==> config.mk <==
export PLATFORM = sky130hd
export DESIGN_NAME = alu2_issue_seq
export DESIGN_NICKNAME = d
export VERILOG_FILES = /design/src/rtl/alu2_issue_seq.sv
export SDC_FILE = /design/constraint.sdc
export NUM_CORES = 1
export LEC_CHECK = 0
export ABC_CLOCK_PERIOD_IN_PS = 2650
export CELL_PAD_IN_SITES_DETAIL_PLACEMENT = 1
export CELL_PAD_IN_SITES_GLOBAL_PLACEMENT = 2
export CORE_ASPECT_RATIO = 0.6
export CORE_MARGIN = 10
export CORE_UTILIZATION = 40
export DETAILED_ROUTE_END_ITERATION = 8
export PLACE_DENSITY = 0.88
export SLEW_MARGIN = 20
export SYNTH_ARGS = -nofsm -noshare
export SYNTH_HDL_FRONTEND = slang
export SYNTH_SLANG_ARGS = --single-unit
==> constraint.sdc <==
create_clock -name aclk -period 2.65 [get_ports aclk]
set_input_delay 0.265 -clock aclk [delete_from_list [all_inputs] [get_ports aclk]]
set_output_delay 0.265 -clock aclk [all_outputs]
set_load 0.01 [all_outputs]
==> src/rtl/alu2_issue_seq.sv <==
// Command sequencer in front of the 8-bit alu2 slice ALU: buffers commands, runs the
// ALU write/strobe handshake, returns result and flags, and keeps the chained carry.
module alu2_issue_seq #(
  parameter int DEPTH   = 4,
  parameter int TIMEOUT = 16
) (
  input  logic       aclk,
  input  logic       aresetn,
  input  logic       s_valid,
  output logic       s_ready,
  input  logic [2:0] s_opcode,
  input  logic [7:0] s_operand0,
  input  logic [7:0] s_operand1,
  input  logic       s_chain,
  output logic       m_valid,
  input  logic       m_ready,
  output logic [7:0] m_result,
  output logic       m_carry,
  output logic       m_zero,
  output logic       m_sign,
  output logic       flag_carry,
  output logic       error,
  output logic       alu_enable,
  output logic       alu_write,
  output logic       alu_strobe,
  output logic [2:0] alu_opcode,
  output logic [7:0] alu_operand0,
  output logic [7:0] alu_operand1,
  output logic       alu_carryin,
  input  logic [7:0] alu_result,
  input  logic       alu_carry,
  input  logic       alu_zero,
  input  logic       alu_sign,
  input  logic       alu_ready
);
  localparam int AW = $clog2(DEPTH);
  localparam int BW = $clog2(TIMEOUT + 1);
  localparam int CW = 20;
  localparam logic [AW:0] PTR_ONE = 1;

  localparam logic [2:0] ST_IDLE   = 3'd0;
  localparam logic [2:0] ST_LOAD   = 3'd1;
  localparam logic [2:0] ST_ARM    = 3'd2;
  localparam logic [2:0] ST_FIRE   = 3'd3;
  localparam logic [2:0] ST_WAIT   = 3'd4;
  localparam logic [2:0] ST_COMMIT = 3'd5;
  localparam logic [2:0] ST_ERR    = 3'd6;

  logic [CW-1:0] fifo_mem [DEPTH];
  logic [AW:0]   wr_ptr_q, rd_ptr_q;
  logic [CW-1:0] cmd_q;
  logic [2:0]    state_q, state_d;
  logic          phase_q, phase_d;
  logic [BW-1:0] busy_q, busy_d;
  logic          seen_low_q, seen_low_d;
  logic [7:0]    result_q, result_d;
  logic [2:0]    flags_q, flags_d;
  logic          flag_carry_q, flag_carry_d;
  logic          error_q, error_d;
  logic          enable_q;
  logic [1:0]    startup_q;
  logic          fifo_empty, fifo_full, startup_done, push, pop;

  assign fifo_empty   = (wr_ptr_q == rd_ptr_q);
  assign fifo_full    = (wr_ptr_q[AW] != rd_ptr_q[AW]) && (wr_ptr_q[AW-1:0] == rd_ptr_q[AW-1:0]);
  assign startup_done = (startup_q == 2'd2);
  // Popping straight out of COMMIT keeps the issue period at 11 cycles.
  assign pop  = !fifo_empty && startup_done &&
                ((state_q == ST_IDLE) || ((state_q == ST_COMMIT) && m_ready));
  assign s_ready = !fifo_full || pop;
  assign push    = s_valid && s_ready;

  always_ff @(posedge aclk) begin
    if (push) fifo_mem[wr_ptr_q[AW-1:0]] <= {s_opcode, s_operand0, s_operand1, s_chain};
  end

  always_comb begin
    state_d      = state_q;
    phase_d      = phase_q;
    busy_d       = busy_q;
    seen_low_d   = seen_low_q;
    result_d     = result_q;
    flags_d      = flags_q;
    flag_carry_d = flag_carry_q;
    error_d      = error_q;
    case (state_q)
      ST_IDLE: if (pop) begin
        state_d = ST_LOAD;
        phase_d = 1'b0;
      end
      ST_LOAD: begin
        phase_d = !phase_q;
        if (phase_q) state_d = ST_ARM;
      end
      ST_ARM: begin
        phase_d = !phase_q;
        if (phase_q) state_d = ST_FIRE;
      end
      ST_FIRE: begin
        state_d    = ST_WAIT;
        busy_d     = BW'(1);
        seen_low_d = 1'b0;
      end
      ST_WAIT: begin
        if (alu_ready && seen_low_q) begin
          result_d = alu_result;
          state_d  = ST_COMMIT;
        end else if ((alu_ready && (busy_q == BW'(1))) || (busy_q == BW'(TIMEOUT))) begin
          state_d = ST_ERR;
        end else begin
          busy_d = busy_q + BW'(1);
          if (!alu_ready) seen_low_d = 1'b1;
          // Flags are only valid while the ALU's top slice is evaluating.
          if (busy_q == BW'(4)) flags_d = {alu_carry, alu_zero, alu_sign};
        end
      end
      ST_COMMIT: if (m_ready) begin
        flag_carry_d = flags_q[2];
        state_d      = pop ? ST_LOAD : ST_IDLE;
        phase_d      = 1'b0;
      end
      ST_ERR: begin
        error_d = 1'b1;
        state_d = ST_IDLE;
      end
      default: state_d = ST_IDLE;
    endcase
  end

  always_ff @(posedge aclk or negedge aresetn) begin
    if (!aresetn) begin
      wr_ptr_q     <= '0;
      rd_ptr_q     <= '0;
      cmd_q        <= '0;
      state_q      <= ST_IDLE;
      phase_q      <= 1'b0;
      busy_q       <= '0;
      seen_low_q   <= 1'b0;
      result_q     <= '0;
      flags_q      <= '0;
      flag_carry_q <= 1'b0;
      error_q      <= 1'b0;
      enable_q     <= 1'b0;
      startup_q    <= '0;
    end else begin
      enable_q <= 1'b1;
      if (!startup_done) startup_q <= startup_q + 2'd1;
      if (push) wr_ptr_q <= wr_ptr_q + PTR_ONE;
      if (pop) begin
        rd_ptr_q <= rd_ptr_q + PTR_ONE;
        cmd_q    <= fifo_mem[rd_ptr_q[AW-1:0]];
      end
      state_q      <= state_d;
      phase_q      <= phase_d;
      busy_q       <= busy_d;
      seen_low_q   <= seen_low_d;
      result_q     <= result_d;
      flags_q      <= flags_d;
      flag_carry_q <= flag_carry_d;
      error_q      <= error_d;
    end
  end

  assign m_valid      = (state_q == ST_COMMIT);
  assign m_result     = result_q;
  assign m_carry      = flags_q[2];
  assign m_zero       = flags_q[1];
  assign m_sign       = flags_q[0];
  assign flag_carry   = flag_carry_q;
  assign error        = error_q;
  assign alu_enable   = enable_q;
  assign alu_write    = (state_q == ST_LOAD);
  assign alu_strobe   = (state_q == ST_FIRE);
  assign alu_opcode   = cmd_q[19:17];
  assign alu_operand0 = cmd_q[16:9];
  assign alu_operand1 = cmd_q[8:1];
  // flag_carry cannot change between LOAD and WAIT, so this stays stable for the ALU.
  assign alu_carryin  = cmd_q[0] & flag_carry_q;

endmodule

==> metrics.md <==
| Metric | Value |
|---|---|
| Final Cell Area | 7000 sq um |
| PwrDens | 1240 nW/um^2 |
| Unrepaired setup endpoints after global routing | no |
| I/O pin total | 74 |
| Area Overhead vs Synth | 27.4% |
| Outcome | finished, final reports clean |
| Flop-to-flop setup slack | 0.37 ns |
| Routed len/inst | 20.0 um |
| Crit path from | wr_ptr_q[2] |
| Sw Ratio | 0.287 |
| 1st-iter DRT viols | 169 |
| Least-Margin Pin Slew | 0.575 ns |
| Vias in the first global route | 3202 |
| TritonCTS Sinks | 132 |
| Worst R2R Start | startup_q[0] |
| Number of flops mapped to enable cells by yosys | 80 |
| GRT Util Overall | 0.128 |
| Via Count | 2841 |
| Met2 usage | 0.179 |
| Initial Util | 0.406 |
| Crit. End Element | output port |
| Cell Int Power | 6.18 mW |
| GR Overflow Total | 0 |
| Startpoint Class | flop |
| TritonCTS clock tree | built |
| Layout cells sized above 1 | 0.204 |
| Sequential element share of the synthesized area | 0.674 |
| Count of state elements after synthesis | 132 |
| Placed insts | 544 |
| H-tree depth | 4 |
| Top Usage Layer GRT | met2 |
| Worst slew margin | 0.615 |
| Crit path DAT | 2.14 ns |
| IO Port Bufs | 73 |
| Post-Syn Instances | 317 |
| Placer congestion estimate | 0.777 |
| Combinational share of power | 0.330 |
| Clk slew on worst S/H paths | 0.06 ns |
| Crit-path max FO | 3 |
| Max cap viols | 0 |
| Async S/R FF share, synth | 0.394 |
| Remaining DRCs | 0 |
| First-pass GRT wire length | 18.6 mm |
| Synthesized Nets | 362 |
| Fin crit period | 2.41 ns |
| Rows | 33 |
| Met1 GRT Util | 0.176 |
| Synth warnings | 0 |
| Max-slew violations | 0 |
| Total Power | 8.67 mW |
| Post-layout util | 0.517 |
| CTS buffer count | 17 |
| Syn Area/Cell | 17.3 sq um |
| PnR worst setup slack | 0.242 ns |
| Die W | 171 um |
| WS Path Type | reg -> out |
| Filler cells | 1269 |
| DR pass1 iterations | 4 |
| Final HPWL DP | 7.78 mm |
| Via density | 4.92 |
| Met3 usage | 0.0548 |
| CTS root buf | clkbuf_16 |
| Sequential power share | 0.367 |
| Chip height | 111 um |
| CTS max path bufs | 2 |
| Clk Latency, worst-skew pair | 0.42 ns |
| # setup viols final | 0 |
| Antenna Cells | 0 |
| Leak | 2.71 nW |
| Worst Hold Class | in -> async |
| Nets | 434 |
| R2R Path End | fifo_mem[2][3] |
| Area after DPL | 6320 sq um |
| Largest net degree at the start of global routing | 31 |
| Placement Setup Slack | 0.313 ns |
| Ys flop type | edfxtp_1 |
| Initial antenna violation count | 0 |
| Clk pwr share | 0.303 |
| Part of the cycle the worst path needs | 0.909 |
| Synth unique cells | 44 |
| Final hold vios | 0 |
| Peak VDD IR | 483 uV |
| Hold slack | 0.346 ns |
| Required @ worst endpoint | 2.38 ns |
| Net Sw Power | 2.49 mW |
| Die footprint | 19000 sq um |
| Placeable Area | 13500 sq um |
| Remaining antenna violation count | 0 |
| Routed WL | 11.5 mm |
| Synthesized area | 5490 sq um |
| Worst clock skew | 0.0168 ns |
| Fin cells | 577 |
| Max Clk Rate | 415 MHz |
| Register-to-Register Path Depth | 7 |
| Final TNS setup | 0 ns |
## Yosys cell counts, types with 2 or more instances
cell type,number,area [sq um]
mux4_2,19,428
xor2_1,7,61.3
buf_2,4,20.0
ha_1,9,113
and2_1,8,50.1
nor3_1,3,15.0
nor2b_1,7,43.8
mux2i_1,2,20.0
nand2_1,11,41.3
clkbuf_1,5,18.8
dfrtp_1,52,1300
o21a_1,3,22.5
o21ai_0,2,10.0
nor3b_1,3,22.5
buf_4,19,143
buf_6,2,22.5
inv_1,7,26.3
a21oi_1,3,15.0
xnor2_1,3,26.3
nand4_1,3,18.8
mux2_1,16,180
mux2_4,19,285
o21ai_1,4,20.0
edfxtp_1,80,2400
nor2_1,7,26.3
## what timing repair did
item	CTS	global route
endpoints found under the hold margin	22	0
endpoints found under the setup margin	0	1
buffers inserted	0	0
gates resized for setup	0	1
hold buffers	1	0
## registers in the layout, summed over array words and instances, names as in the netlist, 2 cells and up
name	flops
busy_q	5
cmd_q	20
fifo_mem	80
flags_q	3
m_result	8
rd_ptr_q	3
startup_q	2
state_q	3
wr_ptr_q	3
## worst max-delay path by stage
stage | endpoint | slack, ns
floorplan | fifo_mem[3][0] | 0.26
global placement | fifo_mem[2][5] | 0.42
detailed placement | fifo_mem[2][11] | 0.31
CTS | s_ready | 0.13
global route | s_ready | 0.11
finish | s_ready | 0.24
## layout by cell type, fill, tap and decap left out, types with 2 or more instances in the layout
cell / n
nor3_1: 3
xor2_1: 7
buf_4: 8
edfxtp_1: 80
clkinv_4: 3
o21ai_0: 2
o21a_1: 3
and2_1: 8
a21oi_1: 2
nor3b_1: 3
xnor2_1: 3
mux2i_1: 2
dfrtp_1: 51
mux2_1: 16
clkbuf_16: 17
nand2_1: 11
nor2_1: 7
bufinv_16: 6
ha_1: 9
clkbuf_1: 2
nor2b_1: 7
nand4_1: 3
inv_1: 7
o21ai_1: 3
clkdlybuf4s50_1: 72
mux2_4: 19
mux4_2: 19
## cell families after synthesis
family,count (synthesis),synth area share
other cells,1,0.000683
mux,57,0.171
simple gates,48,0.0483
flops,132,0.674
compound gates,22,0.0269
fa+ha+maj,9,0.0205
buf+inv,38,0.0426
xor+xnor,10,0.0159
## critical path: stages, from the launching register on
cell and delay (ns):
dfrtp_1 0.40, xor2_1 0.24, nor3b_1 0.44, nand2_1 0.13, clkdlybuf4s50_1 0.52
## power by group through the flow
stage | registers [mW] | logic (mW) | clock network (mW)
CTS | 3.19 | 2.92 | 2.69
floorplan | 3.09 | 2.12 | 0
finish | 3.18 | 2.86 | 2.63
global placement | 3.18 | 2.78 | 0
detailed placement | 3.22 | 2.89 | 0
global route | 3.26 | 3.12 | 2.79
## final cells by class
class                   count  area [sq um]  area share
clock buffers              19           433      0.0619
clock inverters            13           231      0.0331
inverters                   8          30.0     0.00429
multi-input cells         147          1560       0.223
flip-flops and latches    132          3700       0.529
well taps                 175           219      0.0313
repair buffers             83           816       0.117
## per-layer routing
metal  part of all wire  routed length [um]
met1               0.48                5560
met2               0.44                5080
met3              0.073                 844
met4             0.0019                  22
met5                  0                   0
No activity file was read; power rests on OpenSTA's default activity.
